==> src/rtl/pipe_seq.sv <==
// pipe_seq: registered start/stop controller for an N-stage in-order pipeline.
// Owns the fetch PC and a register scoreboard that holds the issue stage on RAW hazards.
module pipe_seq #(
   parameter int M_WIDTH  = 32,
   parameter int REG_CNT  = 32,
   parameter int STAGES   = 4,
   parameter int ISSUE    = 2,
   parameter int PC_STEP  = 4,
   parameter logic [M_WIDTH-1:0] RESET_PC = '0
) (
   input  logic                       clk,
   input  logic                       rst,
   input  logic [STAGES-1:0]          stage_ready,
   output logic [STAGES-1:0]          stage_en,
   output logic [STAGES-1:0]          stage_load,
   output logic [M_WIDTH-1:0]         pc,
   input  logic [$clog2(REG_CNT)-1:0] issue_rs1,
   input  logic [$clog2(REG_CNT)-1:0] issue_rs2,
   input  logic [$clog2(REG_CNT)-1:0] issue_rd,
   input  logic                       issue_rd_we,
   input  logic                       retire_valid,
   input  logic [$clog2(REG_CNT)-1:0] retire_rd,
   input  logic                       flush_valid,
   input  logic [M_WIDTH-1:0]         flush_pc,
   output logic                       stall,
   output logic [REG_CNT-1:0]         sb_busy
);

   logic [STAGES-1:0]  stage_en_reg, stage_en_next;
   logic [M_WIDTH-1:0] pc_reg, pc_next;
   logic [REG_CNT-1:0] sb_busy_reg, sb_busy_next;

   // prev_done[k] is done[k-1]; fetch has nothing upstream so its slot is always true.
   logic [STAGES-1:0]  prev_done;
   // adv_ext[STAGES] stands for the writeback exit so every stage sees adv_ext[k+1] as adv_out.
   logic [STAGES:0]    adv_ext;
   logic [STAGES-1:0]  free_vec;
   logic               rs1_busy, rs2_busy, hazard;

   genvar gi;

   assign prev_done[0] = 1'b1;
   generate
      for (gi = 1; gi < STAGES; gi++) begin : g_done
         assign prev_done[gi] = stage_en_reg[gi-1] & stage_ready[gi-1];
      end
   endgenerate

   // A retire in this same cycle releases the register early.
   assign rs1_busy = (issue_rs1 != '0) && sb_busy_reg[issue_rs1]
                     && !(retire_valid && (retire_rd == issue_rs1));
   assign rs2_busy = (issue_rs2 != '0) && sb_busy_reg[issue_rs2]
                     && !(retire_valid && (retire_rd == issue_rs2));
   assign hazard   = rs1_busy | rs2_busy;

   // Advance chain is resolved from writeback back to fetch.
   always_comb begin
      adv_ext          = '0;
      free_vec         = '0;
      adv_ext[STAGES]  = stage_ready[STAGES-1];
      for (int k = STAGES - 1; k >= 0; k--) begin
         free_vec[k] = !stage_en_reg[k] | adv_ext[k+1];
         adv_ext[k]  = prev_done[k] & free_vec[k];
         if (k == ISSUE) begin
            adv_ext[k] = adv_ext[k] & !hazard;
         end
         if (k <= ISSUE) begin
            adv_ext[k] = adv_ext[k] & !flush_valid;
         end
      end
   end

   always_comb begin
      stage_en_next = adv_ext[STAGES-1:0] | (stage_en_reg & ~adv_ext[STAGES:1]);
      if (flush_valid) begin
         stage_en_next[ISSUE-1:0] = '0;
      end

      pc_next = pc_reg;
      if (flush_valid) begin
         pc_next = flush_pc;
      end else if (adv_ext[0]) begin
         pc_next = pc_reg + M_WIDTH'(PC_STEP);
      end

      // A set issued this cycle wins over a retire of the same register.
      sb_busy_next = sb_busy_reg;
      if (retire_valid) begin
         sb_busy_next[retire_rd] = 1'b0;
      end
      if (adv_ext[ISSUE] && issue_rd_we && (issue_rd != '0)) begin
         sb_busy_next[issue_rd] = 1'b1;
      end
      sb_busy_next[0] = 1'b0;
   end

   always_ff @(posedge clk or negedge rst) begin
      if (!rst) begin
         stage_en_reg <= '0;
         pc_reg       <= RESET_PC;
         sb_busy_reg  <= '0;
      end else begin
         stage_en_reg <= stage_en_next;
         pc_reg       <= pc_next;
         sb_busy_reg  <= sb_busy_next;
      end
   end

   assign stage_en   = stage_en_reg;
   assign stage_load = adv_ext[STAGES-1:0];
   assign pc         = pc_reg;
   assign sb_busy    = sb_busy_reg;
   assign stall      = prev_done[ISSUE] & free_vec[ISSUE] & hazard;

endmodule

==> config.mk <==
export PLATFORM = sky130hd
export DESIGN_NAME = pipe_seq
export DESIGN_NICKNAME = d
export VERILOG_FILES = /design/src/rtl/pipe_seq.sv
export SDC_FILE = /design/constraint.sdc
export NUM_CORES = 1
export LEC_CHECK = 0
export ABC_AREA = 1
export CORE_AREA = 2 2 106 108
export DETAILED_ROUTE_END_ITERATION = 6
export DIE_AREA = 0 0 108 110
export GPL_TIMING_DRIVEN = 1
export HOLD_SLACK_MARGIN = 0.15
export PLACE_DENSITY = 0.82
export SLEW_MARGIN = 25
export SYNTH_ARGS = -nofsm -noshare
export SYNTH_HDL_FRONTEND = slang
export SYNTH_SLANG_ARGS = --single-unit
==> constraint.sdc <==
create_clock -name clk -period 2.8 [get_ports clk]
set_clock_uncertainty 0.1 [all_clocks]
set_input_delay 0.56 -clock clk [delete_from_list [all_inputs] [get_ports clk]]
set_output_delay 0.56 -clock clk [all_outputs]
set_load 0.02 [all_outputs]
Word-level counts from Yosys, hierarchy flattened
Index checks and enable logic that the tools add are counted.

$add $sub $neg: 1. Magnitude comparators: 6. Equality and inequality tests: 2. Muxes and demuxes: 13. Bitwise logic cells: 22. Reductions and logical operators: 22.

Operators with widths (count): two-way mux 32 bit (4); adder 32 x 3 -> 32 bit, second input constant (1); bitwise AND 32 bit (1); NOT 32 bit (1); OR 32 bit (1); less-than comparator 5 x 6 -> 1 bit, second input constant (4); nonzero test 5 bit (3); bitwise AND 1 bit (11); binary-select mux 1 bit (select 5 bit) (2); demux 1 bit (select 5 bit) (2); == test 5 bit (2); >= comparator 5 x 1 -> 1 bit, second input constant (2); logical AND 1 bit (10); logical NOT 1 bit (8); OR 1 bit (5); bitwise AND 4 bit (1); two-way mux 1 bit (4); NOT 4 bit (1); OR 4 bit (1); two-way mux 2 bit (1); nonzero test 2 bit (1).

Register bits: 67. Input bits: 61. Output and inout port bits: 73. Logic and storage cells: 69.

Depth between registers and ports, before layout
Gate-level depths: netlist (run 1).

Depth after elaboration: 15. Depth in mapped cells: 19. Mapped depth without buffers: 17.

Least setup slack after synthesis (run 1)
Ideal clock, no wire load.

Path kind: input to output. Start point: input port stage_ready[2]. End point: output port stage_load[0]. Data arrival time: 2334 ps. Required time: 2140 ps. Setup slack: -194 ps. Stages: 9. Buffers on the path: 1. Cells stage by stage: inv_1 nor3_1 o211ai_1 nor2_1 nand3_4 nand2_2 nand2_4 buf_4 a21oi_1.

Word-level cells in the longest chain between the ends: 11.

RTL lines: start, declared (line 13) `input logic [STAGES-1:0] stage_ready,`; bitwise AND 1 bit (line 45) `assign prev_done[gi] = stage_en_reg[gi-1] & stage_ready[gi-1];`; bitwise AND 1 bit (line 63) `adv_ext[k] = prev_done[k] & free_vec[k];`; via stage_load[3] (line 15) `output logic [STAGES-1:0] stage_load,`; OR 1 bit (line 62) `free_vec[k] = !stage_en_reg[k] | adv_ext[k+1];`; bitwise AND 1 bit (line 63); bitwise AND 1 bit (line 65) `adv_ext[k] = adv_ext[k] & !hazard;`; bitwise AND 1 bit (line 68) `adv_ext[k] = adv_ext[k] & !flush_valid;`; OR 1 bit (line 62); bitwise AND 1 bit (line 63); bitwise AND 1 bit (line 68); OR 1 bit (line 62); bitwise AND 1 bit (line 68); end, declared (line 15).

The timed path passes the listed nets, and every way through them passes these cells.

Worst setup path after layout (run 1)
Start point: input port issue_rs1[0]. End point: output port stage_load[0].

Word-level cells in the longest chain between the ends: 13. Elaborated cells on any way between the ends: 17. Classes of those cells: 1 x eq/ne; 2 x mux; 8 x bitwise; 6 x reduce/logical.

RTL lines: start, declared (line 17) `input logic [$clog2(REG_CNT)-1:0] issue_rs1,`; binary-select mux 1 bit (select 5 bit) or == test 5 bit (tied branches) (line 50, 51); two-way mux 1 bit (implied by the code) or logical AND 1 bit (tied branches) (line 50, 51); logical AND 1 bit or logical NOT 1 bit (tied branches) (line 50, 51); logical AND 1 bit (*) (line 51) `&& !(retire_valid && (retire_rd == issue_rs1));`; OR 1 bit (*) (line 54) `assign hazard = rs1_busy | rs2_busy;`; logical NOT 1 bit (*) (line 65); bitwise AND 1 bit (*) (line 65); bitwise AND 1 bit (*) (line 68); OR 1 bit (*) (line 62); bitwise AND 1 bit (*) (line 63); bitwise AND 1 bit (*) (line 68); OR 1 bit (*) (line 62); bitwise AND 1 bit (*) (line 68).

Mark *: on every way between the ends. The rest lies on a longest branch, timed or not. The select of a mux whose other input is x is not followed.

==> results of run 1 <==
==> layout make-up <==
class,instances,area [sq um],area share [%]
Clock inverter,5,77.57,1.122
Clock buffer,11,131.4,1.900
Inverter,78,297.8,4.307
Sequential cell,67,1677,24.25
Timing Repair Buffer,196,1823,26.37
Multi-Input combinational cell,558,2733,39.52
Tap cell,140,175.2,2.533
==> worst max-delay path by stage <==
stage,from,to,slack (ps),cells after the start
2_1_floorplan,stage_ready[2],stage_load[0],40,9
3_3_place_gp,issue_rs2[2],stage_load[0],-740,15
3_5_place_dp,issue_rs2[0],stage_load[0],-780,17
4_1_cts,issue_rs2[4],stage_load[0],-30,10
5_1_grt,retire_rd[2],stage_load[0],2,10
6_report,issue_rs1[0],stage_load[0],60,12
==> power breakdown <==
group | switching, W | total [W] | internal [W]
logic | 0.000503 | 0.000925 | 0.000422
registers | 0.000114 | 0.00117 | 0.00105
clock network | 0.000371 | 0.000870 | 0.000499
==> synth_stat cells <==
| master | number |
|---|---|
| inv_1 | 75 |
| inv_2 | 1 |
| o21ai_0 | 51 |
| nor2_1 | 44 |
| nor4_1 | 3 |
| or2_2 | 1 |
| nand3_4 | 3 |
| inv_4 | 2 |
| buf_1 | 3 |
| nand3_2 | 1 |
| nor3_1 | 16 |
| o22ai_1 | 5 |
| nand4_1 | 35 |
| and3_1 | 1 |
| xnor2_1 | 10 |
| xor2_1 | 14 |
| nand3_1 | 69 |
| buf_6 | 7 |
| nand2_2 | 2 |
| a31o_2 | 1 |
| o21ai_2 | 8 |
| o21ai_1 | 10 |
| nand2_4 | 1 |
| nand3b_1 | 1 |
| buf_4 | 7 |
| ha_1 | 1 |
| o31ai_1 | 2 |
| clkbuf_1 | 13 |
| o2111ai_1 | 1 |
| dfrtp_1 | 67 |
| buf_2 | 3 |
| or2_0 | 1 |
| o211ai_1 | 4 |
| a21oi_1 | 8 |
| conb_1 | 1 |
| nand2_1 | 260 |
| a31oi_1 | 2 |
| nor2_4 | 2 |
==> through the flow <==
stage	total power (W)	cells	area, sq um
floorplan	0.001632	736	4873
global placement	0.002069	1032	6599
detailed placement	0.002077	1032	6599
CTS	0.002950	1051	6865
global route	0.003110	1055	6914
finish	0.002960	1055	6914
==> cells by family after synthesis <==
logic type      synth area share (%)
fa+ha+maj                     0.2570
xor+xnor                       4.318
compound gates                 10.72
other cells                  0.07703
buf+inv                        10.36
flops                          34.44
simple gates                   39.84
==> repair_timing <==
action,CTS,global route
resized for setup,51,19
buffers inserted,1,4
pin swaps,3,16
gates cloned,1,0
hold endpoints to repair,25,0
setup endpoints to repair,34,4
hold buffers,1,0
==> per-layer routing <==
| layer | vias up | GRT usage, % | routed length [um] |
|---|---|---|---|
| met3 | 35 | 4.879 | 1204 |
| met4 | 0 | 8.516 | 383 |
| met5 | - | 0 | 0 |
| li1 | 2759 | - | - |
| met2 | 280 | 42.77 | 7353 |
| met1 | 2619 | 38.92 | 7089 |
==> flow_metrics.env, run 1 <==
export IMPL_avgSynthCellArea_sq_um=6.615
export IMPL_synth_warnings=0
export IMPL_drt_pass1_iter_count=6
export IMPL_n_antenna_cell=0
export IMPL_min_from="stage_ready[3]"
export IMPL_critical_path_cell_chain="buf_4, bufbuf_16, o211ai_1, nand3_1, nand3_1, nand2_1, nand3_2, nand3_4, nand2_4, nand2_4, a21oi_4, buf_6"
export IMPL_path_class="input port to output pin"
export IMPL_min_to="stage_en[3]"
export IMPL_powerDensity_nw_per_um2=428.1
export IMPL_rsz0062_at_grt="false"
export IMPL_cp_required_ps=2140
export IMPL_layout_drive_gt1_share_pct=13.77
export IMPL_fin_crit_sh_pct=97.87
export IMPL_via_per_inst=5.396
export IMPL_via_count=5693
export IMPL_initial_utilization_pct=45.51
export IMPL_regToRegEndpoint="pc[23]"
export IMPL_clk_pin_slew_ps=70
export IMPL_reg2reg_slack_ps=440
export IMPL_endpoint_kind="output pin"
export IMPL_max_freq_mhz=364.9
export IMPL_wl_mm=16.03
export IMPL_outcome="complete, no violations"
export IMPL_num_rows=38
export IMPL_vdd_ir_drop_worst_uv=308.2
export IMPL_synth_cell_type_count=38
export IMPL_layout_common_cells="nand2_1 (259), clkdlybuf4s50_1 (110), nand3_1 (69)"
export IMPL_worst_pin_slew_ps=641.2
export IMPL_grtUsageTotal_pct=27.42
export IMPL_ios=134
export IMPL_synth_top_cell_area_share_pct=34.44
export IMPL_areaGrowthSynthToFinish_pct=42.02
export IMPL_dieArea_sq_um=11880
export IMPL_grt_pass1_wl_mm=25.81
export IMPL_yosysTopAreaCell="dfrtp_1"
export IMPL_clock_latency_ps=350
export IMPL_finalNetCount=972
export IMPL_syn_area_sq_um=4868
export IMPL_clkSinkCount=67
export IMPL_layout_commonest_cell="nand2_1"
export IMPL_fin_setup_tns_ps=0
export IMPL_htree_levels=3
export IMPL_critical_path_max_stage_delay_ps=270
export IMPL_syn_nets=798
export IMPL_hold_path_class="input port to flop"
export IMPL_slew_headroom_pct=57.10
export IMPL_fin_ws_ps=59.62
export IMPL_hold_viol_final=0
export IMPL_ff2ff_path_depth=15
export IMPL_netlist_top_cells_area="dfrtp_1 (34%), nand2_1 (20%), nand3_1 (7.1%)"
export IMPL_port_buffers=132
export IMPL_max_cap_violations=0
export IMPL_cts_tree="done"
export IMPL_arrival_ps=2080
export IMPL_grt_overflow_total=0
export IMPL_grt_start_max_net_pins=53
export IMPL_grt_pass1_vias=5174
export IMPL_ys_ff_latch=67
export IMPL_numCtsBuffers=9
export IMPL_dp_slack_ps=-783.8
export IMPL_dr_first_iter_drc_count=499
export IMPL_dp_hpwl_mm=11.94
export IMPL_maxSlewViolCount=0
export IMPL_dieHeight_um=110
export IMPL_fin_hold_ws_ps=338.6
export IMPL_gp_congestion=0.9571
export IMPL_slowest_stage="bufbuf_16"
export IMPL_ys_seq_area_share_pct=34.44
export IMPL_drc=0
export IMPL_drtAntennaViolNets=0
export IMPL_clockBufferDepth=2
export IMPL_cp_top_family="simple AND/OR/NAND/NOR gates"
export IMPL_crit_reg2reg_launch="sb_busy[31]"
export IMPL_crit_fanout=8
export IMPL_worst_path_buf_inv=3
export IMPL_crit_path_start_kind="input port"
export IMPL_wl_per_cell_um=15.20
export IMPL_leakage_nw=3.326
export IMPL_cts_root_buf="clkbuf_8"
export IMPL_finalCriticalPeriod_ps=2740
export IMPL_die_w_um=108
export IMPL_antenna_found_initial=0
export IMPL_largest_reg_flops=32
export IMPL_nFillCells=942
export IMPL_fin_util_pct=64.63
export IMPL_hold_depth=2
export IMPL_core_sq_um=10700
export IMPL_netlist_instances=736
export IMPL_setup_viol=0
No activity file was read; power rests on OpenSTA's default activity.
==> run 2: changes to the inputs <==
==> constraint.sdc (replaced) <==
create_clock -name clk -period 2.7 [get_ports clk]
set_clock_uncertainty 0.1 [all_clocks]
set_input_delay 0.54 -clock clk [delete_from_list [all_inputs] [get_ports clk]]
set_output_delay 0.54 -clock clk [all_outputs]
set_load 0.02 [all_outputs]
==> flow_metrics.env, run 2 (synthesis gave the netlist of run 1 again) <==
export IMPL_core_sq_um=10700
export IMPL_arrival_ps=2020
export IMPL_initial_utilization_pct=45.51
export IMPL_drtAntennaViolNets=0
export IMPL_regToRegEndpoint="pc[25]"
export IMPL_layout_commonest_cell="nand2_1"
export IMPL_finalNetCount=987
export IMPL_dieHeight_um=110
export IMPL_via_count=5840
export IMPL_drt_pass1_iter_count=5
export IMPL_cts_root_buf="clkbuf_8"
export IMPL_fin_ws_ps=35.99
export IMPL_grtUsageTotal_pct=27.62
export IMPL_numCtsBuffers=9
export IMPL_clkSinkCount=67
export IMPL_crit_path_start_kind="input port"
export IMPL_finalCriticalPeriod_ps=2664
export IMPL_via_per_inst=5.463
export IMPL_maxSlewViolCount=0
export IMPL_layout_drive_gt1_share_pct=17.55
export IMPL_wl_mm=16.61
export IMPL_clk_pin_slew_ps=70
export IMPL_worst_pin_slew_ps=679.2
export IMPL_htree_levels=3
export IMPL_drc=0
export IMPL_slew_headroom_pct=54.56
export IMPL_dp_hpwl_mm=11.93
export IMPL_crit_fanout=4
export IMPL_ff2ff_path_depth=17
export IMPL_die_w_um=108
export IMPL_dieArea_sq_um=11880
export IMPL_fin_crit_sh_pct=98.67
export IMPL_reg2reg_slack_ps=290
export IMPL_postPlaceCellArea_sq_um=6708
export IMPL_hold_path_class="flop to flop"
export IMPL_crit_reg2reg_launch="sb_busy[16]"
export IMPL_grt_overflow_total=0
export IMPL_min_to="pc[1]"
export IMPL_rsz0062_at_grt="true"
export IMPL_port_buffers=132
export IMPL_powerDensity_nw_per_um2=438.8
export IMPL_stdcell_count=1069
export IMPL_ios=134
export IMPL_grt_pass1_wl_mm=26.15
export IMPL_setup_viol=0
export IMPL_grt_pass1_vias=5417
export IMPL_cp_required_ps=2060
export IMPL_leakage_nw=3.410
export IMPL_outcome="complete, no violations"
export IMPL_gp_congestion=0.9254
export IMPL_vdd_ir_drop_worst_uv=281.3
export IMPL_largest_reg_flops=32
export IMPL_endpoint_kind="output pin"
export IMPL_max_freq_mhz=375.4
export IMPL_n_antenna_cell=0
export IMPL_dp_slack_ps=-810.1
export IMPL_layout_common_cells="nand2_1 (253), clkdlybuf4s50_1 (110), buf_4 (72)"
export IMPL_stdcell_area_sq_um=7094
export IMPL_dr_first_iter_drc_count=710
export IMPL_clock_latency_ps=340
export IMPL_antenna_found_initial=0
export IMPL_num_rows=38
export IMPL_min_from="pc[1]"
export IMPL_hold_depth=2
export IMPL_areaGrowthSynthToFinish_pct=45.72
export IMPL_max_cap_violations=0
export IMPL_clockBufferDepth=2
export IMPL_cts_tree="done"
export IMPL_hold_viol_final=0
export IMPL_grt_start_max_net_pins=68
export IMPL_wl_per_cell_um=15.54
export IMPL_path_class="input port to output pin"
export IMPL_post_place_cells=1041
[run 2: cell type report]
type	count	area, sq um
fill	904	3603
multi-input combinational	558	2761
timing repair buffer	211	1951
sequential	67	1680
inverter	78	310.3
tap	140	175.2
clock buffer	11	141.4
clock inverter	4	75.07
[run 2: power by group]
| part | internal [W] | switching, W | leakage, nW | total [W] |
|---|---|---|---|---|
| Clock | 0.000541 | 0.000386 | 0.102 | 0.000927 |
| Combinational | 0.000447 | 0.000530 | 2.44 | 0.000977 |
| Sequential | 0.00109 | 0.000119 | 0.872 | 0.00121 |
[run 2: stage by stage]
step                      TNS (ps)  util, %  power (W)  hold WS [ps]
final                            0    66.32   0.003113         378.6
after global routing        -136.8    66.32   0.003273         415.6
after CTS                        0    65.29   0.003100         388.3
after detailed placement    -24500    62.70   0.002168         368.6
after global placement      -23750    62.70   0.002156         362.8
after floorplan                  0        -   0.001693         144.4
[run 2: worst max path at each step]
stage | from | to | slack [ps] | depth (start not counted)
3_3_place_gp | issue_rs2[0] | stage_load[0] | -770 | 17
2_1_floorplan | stage_ready[2] | stage_load[0] | 90 | 9
3_5_place_dp | issue_rs2[0] | stage_load[0] | -810 | 17
6_report | retire_rd[4] | stage_load[0] | 40 | 10
5_1_grt | issue_rs1[0] | stage_load[0] | -90 | 13
4_1_cts | retire_rd[2] | stage_load[0] | 0.8 | 10
[run 2: critical path, cell delays in order]
cell             delay [ps]
clkdlybuf4s15_1         270
xor2_1                  210
nor3_2                  190
o2111ai_2               160
nand2_2                 140
nand3_4                  90
nand2_4                  80
nand2_4                  60
a21oi_2                 140
buf_6                   130
[run 2: metal layers]
metal / track usage, % / vias to the layer above / routed length (um) / part of all wire [%]
li1: - / 2776 / - / -
met1: 37.57 / 2681 / 6856 / 41
met2: 44.97 / 334 / 7751 / 47
met3: 5.056 / 49 / 1552 / 9.3
met4: 8.608 / 0 / 448 / 2.7
met5: 0 / - / 0 / 0
[run 2: timing repair]
action	4_1_cts	5_1_grt
pin swaps	9	21
buffers inserted	3	8
endpoints found under the setup margin	34	4
hold endpoints to repair	67	0
gates cloned	1	0
hold buffers	1	0
gates resized for setup	59	42
==> run 3: changes to the inputs <==
--- a/config.mk
+++ b/config.mk
@@ -6,6 +6,7 @@
 export NUM_CORES = 1
 export LEC_CHECK = 0
 export ABC_AREA = 1
+export ABC_CLOCK_PERIOD_IN_PS = 2700
 export CORE_AREA = 2 2 106 108
 export DETAILED_ROUTE_END_ITERATION = 6
 export DIE_AREA = 0 0 108 110
==> results of run 3 <==
The final DEF is identical to that of run 2; final timing and power are the same.
